==> src/rtl/config_tx_mc.sv <==
// Multi-lane serial configuration transmitter: fetches words from a synchronous register
// file and shifts C_NO_CFG_BITS per lane out on a shared TX_CLK, one-shot or periodic.
module config_tx_mc #(
    parameter int unsigned CLOCK_PERIOD_PS = 20833,
    parameter int unsigned BIT_PERIOD_NS   = 400,
    parameter int unsigned DATA_W          = 16,
    parameter int unsigned ADDR_W          = 3,
    parameter int unsigned NUM_CH          = 1,
    parameter int unsigned C_NO_CFG_BITS   = 24,
    parameter bit          MSB_FIRST       = 1'b1
) (
    input  logic                     CLOCK,
    input  logic                     RESET_N,
    input  logic                     START,
    input  logic [15:0]              LINE_PERIOD,
    input  logic [NUM_CH*DATA_W-1:0] INPUT,
    output logic [ADDR_W-1:0]        RD_ADDR,
    output logic                     RD_EN,
    output logic                     TX_CLK,
    output logic [NUM_CH-1:0]        TX_DAT,
    output logic                     TX_OE,
    output logic                     TX_END,
    output logic                     BUSY
);

    localparam int unsigned HalfCalc = (BIT_PERIOD_NS * 1000 + CLOCK_PERIOD_PS) /
                                       (2 * CLOCK_PERIOD_PS);
    localparam int unsigned HalfDiv  = (HalfCalc < 1) ? 1 : HalfCalc;
    localparam int unsigned DivW     = $clog2(2 * HalfDiv);
    localparam int unsigned BitW     = (C_NO_CFG_BITS > 1) ? $clog2(C_NO_CFG_BITS) : 1;
    localparam int unsigned PosW     = (DATA_W > 1) ? $clog2(DATA_W) : 1;
    localparam int unsigned FrameLen = 3 + C_NO_CFG_BITS * 2 * HalfDiv;

    localparam logic [DivW-1:0] DivLast = DivW'(2 * HalfDiv - 1);
    localparam logic [DivW-1:0] DivHigh = DivW'(HalfDiv);
    localparam logic [BitW-1:0] BitLast = BitW'(C_NO_CFG_BITS - 1);
    localparam logic [PosW-1:0] PosLast = PosW'(DATA_W - 1);

    typedef enum logic [2:0] {StIdle, StFetch, StLoad, StShift, StEnd, StGap} state_e;

    state_e                         state_q, state_d;
    logic [15:0]                    line_q, line_d;
    logic [15:0]                    lp_q, lp_d;
    logic                           start_q;
    logic [DivW-1:0]                div_q, div_d;
    logic [BitW-1:0]                bit_q, bit_d;
    logic [PosW-1:0]                pos_q, pos_d;
    logic [ADDR_W-1:0]              word_q, word_d;
    logic [NUM_CH-1:0][DATA_W-1:0]  sr_q, sr_d, sr_shift;
    logic [NUM_CH-1:0][DATA_W-1:0]  nxt_q, nxt_d;
    logic                           cap_q;
    logic                           rd_en_q, rd_en_d;
    logic [ADDR_W-1:0]              rd_addr_q, rd_addr_d;

    logic [31:0] target;
    logic        at_target;
    logic        bit_end;

    assign target    = (32'(lp_q) > FrameLen) ? 32'(lp_q) : FrameLen;
    // True on the last clock before the line counter reaches the repeat point.
    assign at_target = (32'(line_q) + 32'd1) >= target;
    assign bit_end   = (div_q == DivLast);

    always_comb begin
        sr_shift = '0;
        for (int k = 0; k < int'(NUM_CH); k++) begin
            sr_shift[k] = MSB_FIRST ? (sr_q[k] << 1) : (sr_q[k] >> 1);
        end
    end

    always_comb begin
        state_d   = state_q;
        line_d    = (line_q == 16'hFFFF) ? line_q : line_q + 16'd1;
        lp_d      = lp_q;
        div_d     = div_q;
        bit_d     = bit_q;
        pos_d     = pos_q;
        word_d    = word_q;
        sr_d      = sr_q;
        nxt_d     = nxt_q;
        rd_en_d   = 1'b0;
        rd_addr_d = rd_addr_q;

        unique case (state_q)
            StIdle: begin
                line_d = '0;
                if ((LINE_PERIOD != 16'd0) ? START : (START && !start_q)) begin
                    state_d = StFetch;
                end
            end
            StFetch: begin
                lp_d    = LINE_PERIOD;
                state_d = StLoad;
            end
            StLoad: begin
                sr_d    = INPUT;
                div_d   = '0;
                bit_d   = '0;
                pos_d   = '0;
                word_d  = '0;
                state_d = StShift;
            end
            StShift: begin
                div_d = div_q + 1'b1;
                if (cap_q) begin
                    nxt_d = INPUT;
                end
                if (bit_end) begin
                    div_d = '0;
                    if (bit_q == BitLast) begin
                        state_d = StEnd;
                    end else begin
                        bit_d = bit_q + 1'b1;
                        if (pos_q == PosLast) begin
                            pos_d  = '0;
                            word_d = word_q + 1'b1;
                            // With a 2-clock bit the prefetched word lands on this very edge.
                            sr_d   = cap_q ? INPUT : nxt_q;
                        end else begin
                            pos_d = pos_q + 1'b1;
                            sr_d  = sr_shift;
                        end
                    end
                end
            end
            StEnd: begin
                if (!START || (lp_q == 16'd0)) begin
                    state_d = StIdle;
                end else if (at_target) begin
                    state_d = StFetch;
                end else begin
                    state_d = StGap;
                end
            end
            StGap: begin
                if (at_target) begin
                    state_d = START ? StFetch : StIdle;
                end
            end
            default: state_d = StIdle;
        endcase

        if (state_d == StFetch) begin
            line_d    = '0;
            rd_en_d   = 1'b1;
            rd_addr_d = '0;
        end else if ((state_d == StShift) && (div_d == '0) && (pos_d == PosLast) &&
                     (bit_d != BitLast)) begin
            // First clock of a word's last bit: fetch the following word.
            rd_en_d   = 1'b1;
            rd_addr_d = word_d + 1'b1;
        end
    end

    always_ff @(posedge CLOCK or negedge RESET_N) begin
        if (!RESET_N) begin
            state_q   <= StIdle;
            line_q    <= '0;
            lp_q      <= '0;
            start_q   <= 1'b0;
            div_q     <= '0;
            bit_q     <= '0;
            pos_q     <= '0;
            word_q    <= '0;
            sr_q      <= '0;
            nxt_q     <= '0;
            cap_q     <= 1'b0;
            rd_en_q   <= 1'b0;
            rd_addr_q <= '0;
        end else begin
            state_q   <= state_d;
            line_q    <= line_d;
            lp_q      <= lp_d;
            start_q   <= START;
            div_q     <= div_d;
            bit_q     <= bit_d;
            pos_q     <= pos_d;
            word_q    <= word_d;
            sr_q      <= sr_d;
            nxt_q     <= nxt_d;
            cap_q     <= rd_en_q && (state_q == StShift);
            rd_en_q   <= rd_en_d;
            rd_addr_q <= rd_addr_d;
        end
    end

    always_comb begin
        TX_DAT = '0;
        for (int k = 0; k < int'(NUM_CH); k++) begin
            TX_DAT[k] = (state_q == StShift) &&
                        (MSB_FIRST ? sr_q[k][DATA_W-1] : sr_q[k][0]);
        end
    end

    assign TX_CLK  = (state_q == StShift) && (div_q >= DivHigh);
    assign TX_OE   = state_q inside {StLoad, StShift};
    assign TX_END  = (state_q == StEnd);
    assign BUSY    = state_q inside {StFetch, StLoad, StShift, StEnd};
    assign RD_EN   = rd_en_q;
    assign RD_ADDR = rd_addr_q;

endmodule
==> config.mk <==
export PLATFORM = sky130hd
export DESIGN_NAME = config_tx_mc
export DESIGN_NICKNAME = d
export VERILOG_FILES = /design/src/rtl/config_tx_mc.sv
export SDC_FILE = /design/constraint.sdc
export NUM_CORES = 1
export LEC_CHECK = 0
export CAP_MARGIN = 20
export CORE_UTILIZATION = 45
export CTS_CLUSTER_DIAMETER = 30
export CTS_CLUSTER_SIZE = 28
export DETAILED_ROUTE_END_ITERATION = 16
export GPL_TIMING_DRIVEN = 0
export PLACE_DENSITY = 0.74
export SYNTH_ARGS = -nofsm -noshare
export SYNTH_HDL_FRONTEND = slang
export SYNTH_SLANG_ARGS = --single-unit
==> constraint.sdc <==
create_clock -name CLOCK -period 3.53 [get_ports CLOCK]
set_clock_uncertainty 0.15 [all_clocks]
set_input_delay 0.353 -clock CLOCK [delete_from_list [all_inputs] [get_ports CLOCK]]
set_output_delay 0.353 -clock CLOCK [all_outputs]
set_load 0.05 [all_outputs]
==> results of run 1 <==
cells in the mapped netlist, drive strengths merged (2+ instances only):
cell type and n:
a211oi 3, a21o 4, a21oi 13, a31oi 5, and2 3, and3 6
and4 4, and4b 2, buf 8, clkbuf 16, dfrtp 90, ha 23
inv 22, mux2 26, mux2i 4, nand2 69, nand2b 6, nand3 13
nand4 9, nand4b 3, nor2 31, nor3 5, nor4 7, o21ai 54
o21ba 9, o221ai 3, o22ai 19, o31ai 4, or3 2, or4 3
xnor2 13, xor2 5
worst paths after layout:
check / start / endpoint / slack, ns
setup reg to reg: lp_q[10]$_DFFE_PN0P_ / line_q[2]$_DFFE_PN0P_ / -0.04
max in group asynchronous: RESET_N / lp_q[0]$_DFFE_PN0P_ / 2.34
hold / removal: RESET_N / nxt_q[6]$_DFFE_PN0P_ / 0.25
setup / recovery: lp_q[10]$_DFFE_PN0P_ / line_q[2]$_DFFE_PN0P_ / -0.04
min in group CLOCK: sr_q[3]$_DFFE_PN0P_ / sr_q[3]$_DFFE_PN0P_ / 0.34
hold reg to reg: sr_q[3]$_DFFE_PN0P_ / sr_q[3]$_DFFE_PN0P_ / 0.34
registers in the layout, summed over array words and instances (netlist names):
register  flops
line_q       16
lp_q         16
nxt_q        16
sr_q         16
bit_q         5
div_q         5
pos_q         4
RD_ADDR       3
state_q       3
word_q        3
RD_EN         1
cap_q         1
start_q       1
stage by stage:
step,TNS [ns],instances
after detailed placement,-3.68,685
after floorplan,0,505
after global routing,-3.17,710
after global placement,-119.52,684
after CTS,-0.0609,706
final,-0.320,710
where the power goes:
| group | switching [µW] | internal (µW) |
|---|---|---|
| Clock | 401 | 407 |
| Combinational | 37.3 | 47.2 |
| Sequential | 4.38 | 1040 |
cell families (layout without fill, tap and decap cells):
family                     after synthesis  count (layout)
and+or+nand+nor                        171             171
AOI/OAI and AO/OA                      127             127
DFF                                     90              90
buffers and inverters                   46             115
muxes                                   30              30
adders and majority gates               23              23
xor gates and xnor gates                18              18
worst max-delay path: stages, from the launching register on:
cell,delay (ns)
dfrtp_1,0.39
or4_4,0.58
nor2_4,0.21
nor2_1,0.08
ha_1,0.29
nand4_1,0.22
nor3_2,0.32
a2111oi_4,0.06
o211ai_1,0.30
o21ai_0,0.19
a221oi_4,0.34
buf_4,0.18
buf_6,0.11
nor2_1,0.04
per-layer routing:
metal	up-vias	part of all wire (%)	routed length (µm)	GRT usage [%]
met4	0	1.7	195	7.44
met5	-	0	0	0
met1	2039	45	5280	28.3
met3	19	4.4	519	3.10
met2	107	49	5690	34.8
li1	1958	-	-	-
cell type report:
| cell class | count | area (µm²) | share of cell area, % |
|---|---|---|---|
| Buffer | 23 | 125 | 2.07 |
| Clock buffer | 9 | 124 | 2.05 |
| Multi-Input combinational cell | 369 | 2640 | 43.7 |
| Timing Repair Buffer | 55 | 548 | 9.07 |
| Inverter | 22 | 82.6 | 1.37 |
| Clock inverter | 6 | 97.6 | 1.62 |
| Sequential cell | 90 | 2250 | 37.3 |
| Tap cell | 136 | 170 | 2.82 |
timing repair:
item	4_1_cts	5_1_grt
pin swaps	4	16
resized for setup	12	30
hold endpoints to repair	17	0
setup buffers	5	4
gates cloned	0	1
setup endpoints to repair	20	21
hold buffers	1	0
==> flow_metrics.py, run 1 <==
metrics = {
    "cells_and_area": {
        "layout_common_cells": "89 x dfrtp_1, 64 x nand2_1, 51 x o21ai_0",
        "fill_cells": 920,
        "postLayoutCoreUtil_pct": 57.7,
        "antenna_cells": 0,
        "area_growth_pct": 22.4,
        "final_nets": 628,
        "final_area_um2": 6040,
        "drive_above_1_share_pct": 18.3,
        "final_common_cell": "dfrtp_1",
    },
    "timing": {
        "min_period_ns": 3.57,
        "fmax_mhz": 280,
        "setup_viol": 14,
        "timing.final.max_slew_violations": 0,
        "worst_pin_slew_ns": 0.654,
        "min_period_over_period_pct": 101,
        "slew_headroom_pct": 56.1,
        "finalHoldViolations": 0,
        "setup_ws_ns": -0.0355,
        "timing.hold.ws_ns": 0.252,
        "rsz0062_at_grt": "true",
    },
    "clock_tree": {
        "cts_tree": "yes",
        "cts_sinks": 90,
        "cts-root-buf": "clkbuf_8",
        "h-tree-depth": 3,
        "clk_pin_slew_worst_paths_ns": 0.10,
        "cts_made_buffers": 9,
        "clk-insertion-delay-late_ns": 0.37,
        "clockBufferDepth": 2,
    },
    "grt": {
        "grt_pass1_vias": 4073,
        "grt.total_usage_pct": 21.1,
        "grt_max_degree": 74,
        "grt_pass1_wl_um": 19100,
        "antenna_found_initial": 0,
        "grt-ovfl-total": 0,
    },
    "placed_design": {
        "dpl_cell_area_um2": 5560,
        "post-place-ws_ns": -0.322,
        "gp_congestion": 0.872,
        "io_buffers": 43,
        "hpwl_um": 8130,
    },
    "floorplanning": {
        "die_x_um": 107,
        "io_pins": 44,
        "num_rows": 37,
        "coreArea_um2": 10500,
        "start_util_pct": 47.2,
        "die_h_um": 107,
        "die-area_um2": 11400,
    },
    "yosys": {
        "yosysTopAreaCellShare_pct": 45.6,
        "synth-edff-count": 0,
        "postSynthAreaPerCell_um2": 9.77,
        "synth-compound-area-share_pct": 16.8,
        "synth_xor_xnor_area_share_pct": 3.19,
        "synth_top_area_cell": "dfrtp_1",
        "syn_nets": 563,
        "synth_area_leaders": "dfrtp_1 46%, mux2_2 5.9%, ha_1 5.8%",
        "netlist_instances": 505,
        "synth_flop_cell": "dfrtp_1",
        "synth_seq_area_share_pct": 45.6,
        "ys_async_sr_fraction_pct": 100,
        "synthSimpleGateAreaFrac_pct": 17.5,
        "syn-cell-area_um2": 4940,
        "synth_mux_area_share_pct": 6.74,
        "yosys_warnings": 0,
        "synth_top_family_by_area": "simple AND/OR/NAND/NOR gates",
        "synth_adder_area_share_pct": 5.83,
        "synth-seq-cells": 90,
        "synth_cell_types": 63,
    },
    "critical_path": {
        "setup.worst_path.class": "register to register",
        "cp-end-kind": "register",
        "startpoint_type": "register",
        "worstPathRequired_ns": 3.64,
        "arrival_ns": 3.67,
        "reg2regPathDepth": 13,
        "cp_max_fo": 6,
    },
    "drt": {
        "post_drt_via_cell_ratio": 5.81,
        "drc": 0,
        "drtIter0Drc": 234,
        "avgRoutedWirePerCell_um": 16.4,
        "drtAntennaViolNets": 0,
        "dr.pass1.iters": 7,
        "vias": 4123,
        "wirelength_um": 11700,
    },
    "pwr": {
        "ir_drop_mv": 0.257,
        "total_power_uw": 1940,
        "p_leak_uw": 0.00269,
        "powerDensity_nw_per_um2": 321,
    },
    "outcome": {
        "outcome": "finished with violations",
        "failed_checks": "setup timing",
    },
    "min_path": {
        "worstHoldPathType": "input pin to asynchronous set/reset pin",
    },
    "job": {
        "cap_viol_max_count": 0,
    },
}
No activity file was read; power rests on OpenSTA's default activity.
==> inputs of run 2 (changes only) <==
MAX_ROUTING_LAYER = met4   (was unset)
PLACE_DENSITY = 0.72   (was 0.74)
SKIP_CTS_REPAIR_TIMING = 1   (was unset)
clock period = 4.32 ns   (was 3.53 ns; I/O delays follow)
==> flow_metrics.py, run 2 (synthesis gave the netlist of run 1 again) <==
metrics = {
    "outcome": {
        "outcome": "complete, no violations",
    },
    "critical_path": {
        "cp-end-kind": "register",
        "arrival_ns": 4.00,
        "cp_max_fo": 10,
        "r2r-end": "line_q[14]$_DFFE_PN0P_",
        "crit_path_top_delay_cell": "or4_4",
        "crit_buf_inv": 2,
        "reg2regPathDepth": 14,
        "reg2reg_from": "lp_q[13]$_DFFE_PN0P_",
        "critical_path.cell_chain": "or4_4, nor2_4, nand2_1, nand2_1, ha_1, a21oi_1, o21ai_0, a2111oi_1, o2111ai_1, and3_1, buf_6, a221oi_4, buf_6, o21ba_1",
        "crit_family": "compound AO/OA/AOI/OAI gates",
        "path_depth": 14,
        "r2r_setup_slack_ns": 0.40,
        "worstPathRequired_ns": 4.41,
        "slowest_delay_ns": 0.57,
        "startpoint_type": "register",
        "setup.worst_path.class": "register to register",
    },
    "cells_and_area": {
        "final_cells": 702,
        "postLayoutCoreUtil_pct": 55.1,
        "fill_cells": 970,
        "final_nets": 619,
        "area_growth_pct": 16.8,
        "layout_common_cells": "90 x dfrtp_1, 67 x nand2_1, 53 x o21ai_0",
        "antenna_cells": 0,
        "drive_above_1_share_pct": 12.0,
        "final_common_cell": "dfrtp_1",
    },
    "timing": {
        "setup_viol": 0,
        "timing.final.max_slew_violations": 0,
        "min_period_ns": 3.92,
        "min_period_over_period_pct": 90.7,
        "fmax_mhz": 255,
        "finalHoldViolations": 0,
        "slew_headroom_pct": 50.1,
        "rsz0062_at_grt": "false",
        "finalSetupTns_ns": 0,
        "worst_pin_slew_ns": 0.742,
    },
    "placed_design": {
        "hpwl_um": 8030,
        "io_buffers": 43,
        "gp_congestion": 0.904,
        "dp.cells": 685,
    },
    "floorplanning": {
        "io_pins": 44,
        "die_x_um": 107,
        "die_h_um": 107,
        "num_rows": 37,
        "die-area_um2": 11400,
        "start_util_pct": 47.2,
        "coreArea_um2": 10500,
    },
    "clock_tree": {
        "cts_tree": "yes",
        "cts-root-buf": "clkbuf_8",
        "cts_sinks": 90,
        "cts_made_buffers": 9,
        "clockBufferDepth": 2,
        "clk-insertion-delay-late_ns": 0.36,
        "clk_pin_slew_worst_paths_ns": 0.11,
        "h-tree-depth": 3,
    },
    "job": {
        "cap_viol_max_count": 0,
    },
    "grt": {
        "grt.total_usage_pct": 21.2,
        "antenna_found_initial": 0,
        "grt_max_degree": 59,
        "grt_pass1_wl_um": 18800,
        "grt_pass1_vias": 3875,
        "grt-ovfl-total": 0,
    },
    "pwr": {
        "p_leak_uw": 0.00259,
        "ir_drop_mv": 0.177,
        "total_power_uw": 1490,
        "powerDensity_nw_per_um2": 258,
    },
    "drt": {
        "drc": 0,
        "wirelength_um": 11200,
        "post_drt_via_cell_ratio": 5.80,
        "vias": 4070,
        "drtAntennaViolNets": 0,
        "avgRoutedWirePerCell_um": 16.0,
        "dr.pass1.iters": 5,
        "drtIter0Drc": 267,
    },
    "min_path": {
        "min_path_cells": 2,
        "worst_hold_path.endpoint": "sr_q[15]$_DFFE_PN0P_",
        "hp-start": "sr_q[15]$_DFFE_PN0P_",
        "worstHoldPathType": "register to register",
    },
}
[run 2: cell type report]
cell class / instances / area [µm²] / area share (%)
clock buffers: 10 / 138 / 2.39
multi-input cells: 369 / 2470 / 42.8
clock inverters: 6 / 53.8 / 0.934
repair buffers: 45 / 465 / 8.08
inverters: 22 / 82.6 / 1.43
flip-flops and latches: 90 / 2250 / 39.1
plain buffers: 24 / 134 / 2.32
well taps: 136 / 170 / 2.95
[run 2: how the worst max path moves through the flow]
| stage | end | slack (ns) | start |
|---|---|---|---|
| finish | line_q[14]$_DFFE_PN0P_ | 0.40 | lp_q[13]$_DFFE_PN0P_ |
| global route | line_q[14]$_DFFE_PN0P_ | 0.18 | line_q[0]$_DFFE_PN0P_ |
| CTS | line_q[14]$_DFFE_PN0P_ | 0.41 | lp_q[13]$_DFFE_PN0P_ |
| detailed placement | line_q[14]$_DFFE_PN0P_ | 0.46 | lp_q[13]$_DFFE_PN0P_ |
| global placement | state_q[2]$_DFF_PN0_ | -0.61 | RESET_N |
| floorplan | line_q[13]$_DFFE_PN0P_ | 0.86 | lp_q[13]$_DFFE_PN0P_ |
[run 2: power breakdown]
part | switching [µW] | leakage [µW] | internal (µW)
sequential | 3.99 | 0.00105 | 849
clock | 331 | 0.0000958 | 237
combinational | 29.7 | 0.00145 | 38.5
[run 2: worst register-to-register path, cell delays in order (launching register included)]
cell       delay (ns)
dfrtp_1          0.39
or4_4            0.57
nor2_4           0.19
nand2_1          0.10
nand2_1          0.09
ha_1             0.25
a21oi_1          0.15
o21ai_0          0.09
a2111oi_1        0.54
o2111ai_1        0.17
and3_1           0.21
buf_6            0.13
a221oi_4         0.41
buf_6            0.20
o21ba_1          0.16
[run 2: stage by stage]
stage	hold slack (ns)	area, µm²	setup slack, ns
2_1_floorplan	-0.0136	4940	0.863
3_5_place_dp	0.266	5560	0.461
5_1_grt	0.356	5760	0.179
4_1_cts	-0.126	5750	0.407
3_3_place_gp	0.310	5540	-0.612
6_report	0.338	5760	0.403
[run 2: metal layers]
layer | share of wire, % | global-route usage [%] | up-vias
li1 | - | - | 1941
met3 | 4.4 | 3.04 | 10
met1 | 48 | 29.6 | 1999
met5 | 0 | - | -
met2 | 47 | 32.4 | 120
met4 | 0.96 | 5.77 | 0
==> inputs of run 3 (changes only) <==
CORE_MARGIN = 5   (was unset)
==> flow_metrics.py, run 3 (synthesis gave the netlist of run 1 again) <==
metrics = {
    "timing": {
        "setup_viol": 0,
        "fmax_mhz": 257,
        "worst_pin_slew_ns": 0.719,
        "rsz0062_at_grt": "false",
        "timing.final.max_slew_violations": 0,
        "finalHoldViolations": 0,
        "slew_headroom_pct": 51.7,
        "min_period_over_period_pct": 90.1,
        "setup_ws_ns": 0.428,
        "min_period_ns": 3.89,
    },
    "clock_tree": {
        "clockBufferDepth": 2,
        "cts_made_buffers": 9,
        "clk_pin_slew_worst_paths_ns": 0.09,
        "h-tree-depth": 3,
        "cts_tree": "yes",
        "cts-root-buf": "clkbuf_8",
        "cts_sinks": 90,
        "clk-insertion-delay-late_ns": 0.36,
    },
    "pwr": {
        "ir_drop_mv": 0.129,
        "powerDensity_nw_per_um2": 259,
        "total_power_uw": 1490,
        "p_leak_uw": 0.00259,
    },
    "grt": {
        "grt.total_usage_pct": 18.7,
        "grt_pass1_vias": 4107,
        "grt_max_degree": 72,
        "antenna_found_initial": 0,
        "grt_pass1_wl_um": 19700,
        "grt-ovfl-total": 0,
    },
    "job": {
        "cap_viol_max_count": 0,
    },
    "drt": {
        "avgRoutedWirePerCell_um": 16.0,
        "wirelength_um": 11300,
        "drtAntennaViolNets": 0,
        "drc": 0,
        "dr.pass1.iters": 5,
        "vias": 4042,
        "drtIter0Drc": 321,
        "post_drt_via_cell_ratio": 5.73,
    },
    "placed_design": {
        "gp_congestion": 0.852,
        "dpl_cell_area_um2": 5570,
        "io_buffers": 43,
        "dp.cells": 689,
        "post-place-ws_ns": 0.450,
        "hpwl_um": 8180,
    },
    "cells_and_area": {
        "final_common_cell": "dfrtp_1",
        "antenna_cells": 0,
        "drive_above_1_share_pct": 11.9,
        "area_growth_pct": 16.8,
        "final_cells": 705,
        "layout_common_cells": "90 x dfrtp_1, 67 x nand2_1, 53 x o21ai_0",
        "final_area_um2": 5770,
        "final_nets": 619,
    },
    "critical_path": {
        "arrival_ns": 3.99,
        "setup.worst_path.class": "register to register",
        "cp-end-kind": "register",
        "worstPathRequired_ns": 4.42,
        "startpoint_type": "register",
        "cp_max_fo": 10,
    },
    "floorplanning": {
        "num_rows": 38,
        "die-area_um2": 13200,
        "io_pins": 44,
        "die_h_um": 115,
        "die_x_um": 115,
        "start_util_pct": 45.7,
        "coreArea_um2": 10800,
    },
    "min_path": {
        "worstHoldPathType": "input pin to asynchronous set/reset pin",
    },
    "outcome": {
        "outcome": "complete, no violations",
    },
}
run 3: metrics by stage:
step | TNS, ns | util (%) | hold slack, ns
2_1_floorplan | 0 | - | -0.0136
3_3_place_gp | -51.86 | 51.3 | 0.311
3_5_place_dp | 0 | 51.6 | 0.191
4_1_cts | 0 | 53.3 | -0.205
5_1_grt | 0 | 53.4 | 0.359
6_report | 0 | 53.4 | 0.338
run 3: worst paths after layout:
kind,end,startpoint,cells after the start,slack [ns]
min reg2reg,sr_q[15]$_DFFE_PN0P_,sr_q[15]$_DFFE_PN0P_,2,0.34
min in group CLOCK,sr_q[15]$_DFFE_PN0P_,sr_q[15]$_DFFE_PN0P_,2,0.34
max in group asynchronous,RD_ADDR[2]$_DFFE_PN0P_,RESET_N,3,3.06
min,nxt_q[10]$_DFFE_PN0P_,RESET_N,2,0.34
max reg2reg,line_q[14]$_DFFE_PN0P_,lp_q[13]$_DFFE_PN0P_,12,0.43
max,line_q[14]$_DFFE_PN0P_,lp_q[13]$_DFFE_PN0P_,12,0.43
run 3: worst max-delay path: stages (launching register included):
cell and delay (ns):
dfrtp_1 0.40, or4_4 0.57, o31ai_1 0.35, ha_1 0.31
a21oi_1 0.12, o21ai_0 0.11, a2111oi_1 0.51, o2111ai_1 0.16
and3_1 0.20, buf_6 0.13, a221oi_4 0.41, buf_6 0.19
o21ba_1 0.15
run 3: layout make-up:
class | count | area [µm²]
multi-input cells | 369 | 2470
fillers | 1002 | 5030
plain buffers | 24 | 134
well taps | 140 | 175
clock inverters | 6 | 65.1
repair buffers | 45 | 465
inverters | 22 | 82.6
clock buffers | 9 | 124
flip-flops and latches | 90 | 2250
run 3: power by group:
part / leakage [µW] / total, µW / internal, µW / switching [µW]
combinational: 0.00145 / 67.9 / 38.5 / 29.4
clock: 0.0000959 / 571 / 266 / 305
sequential: 0.00105 / 853 / 849 / 3.77
run 3: routing by layer:
layer | vias to the layer above | wire length, µm | track usage, %
li1 | 1933 | - | -
met1 | 1993 | 5200 | 24.8
met2 | 105 | 5380 | 29.5
met3 | 11 | 597 | 4.00
met4 | 0 | 128 | 4.62
met5 | - | 0 | -
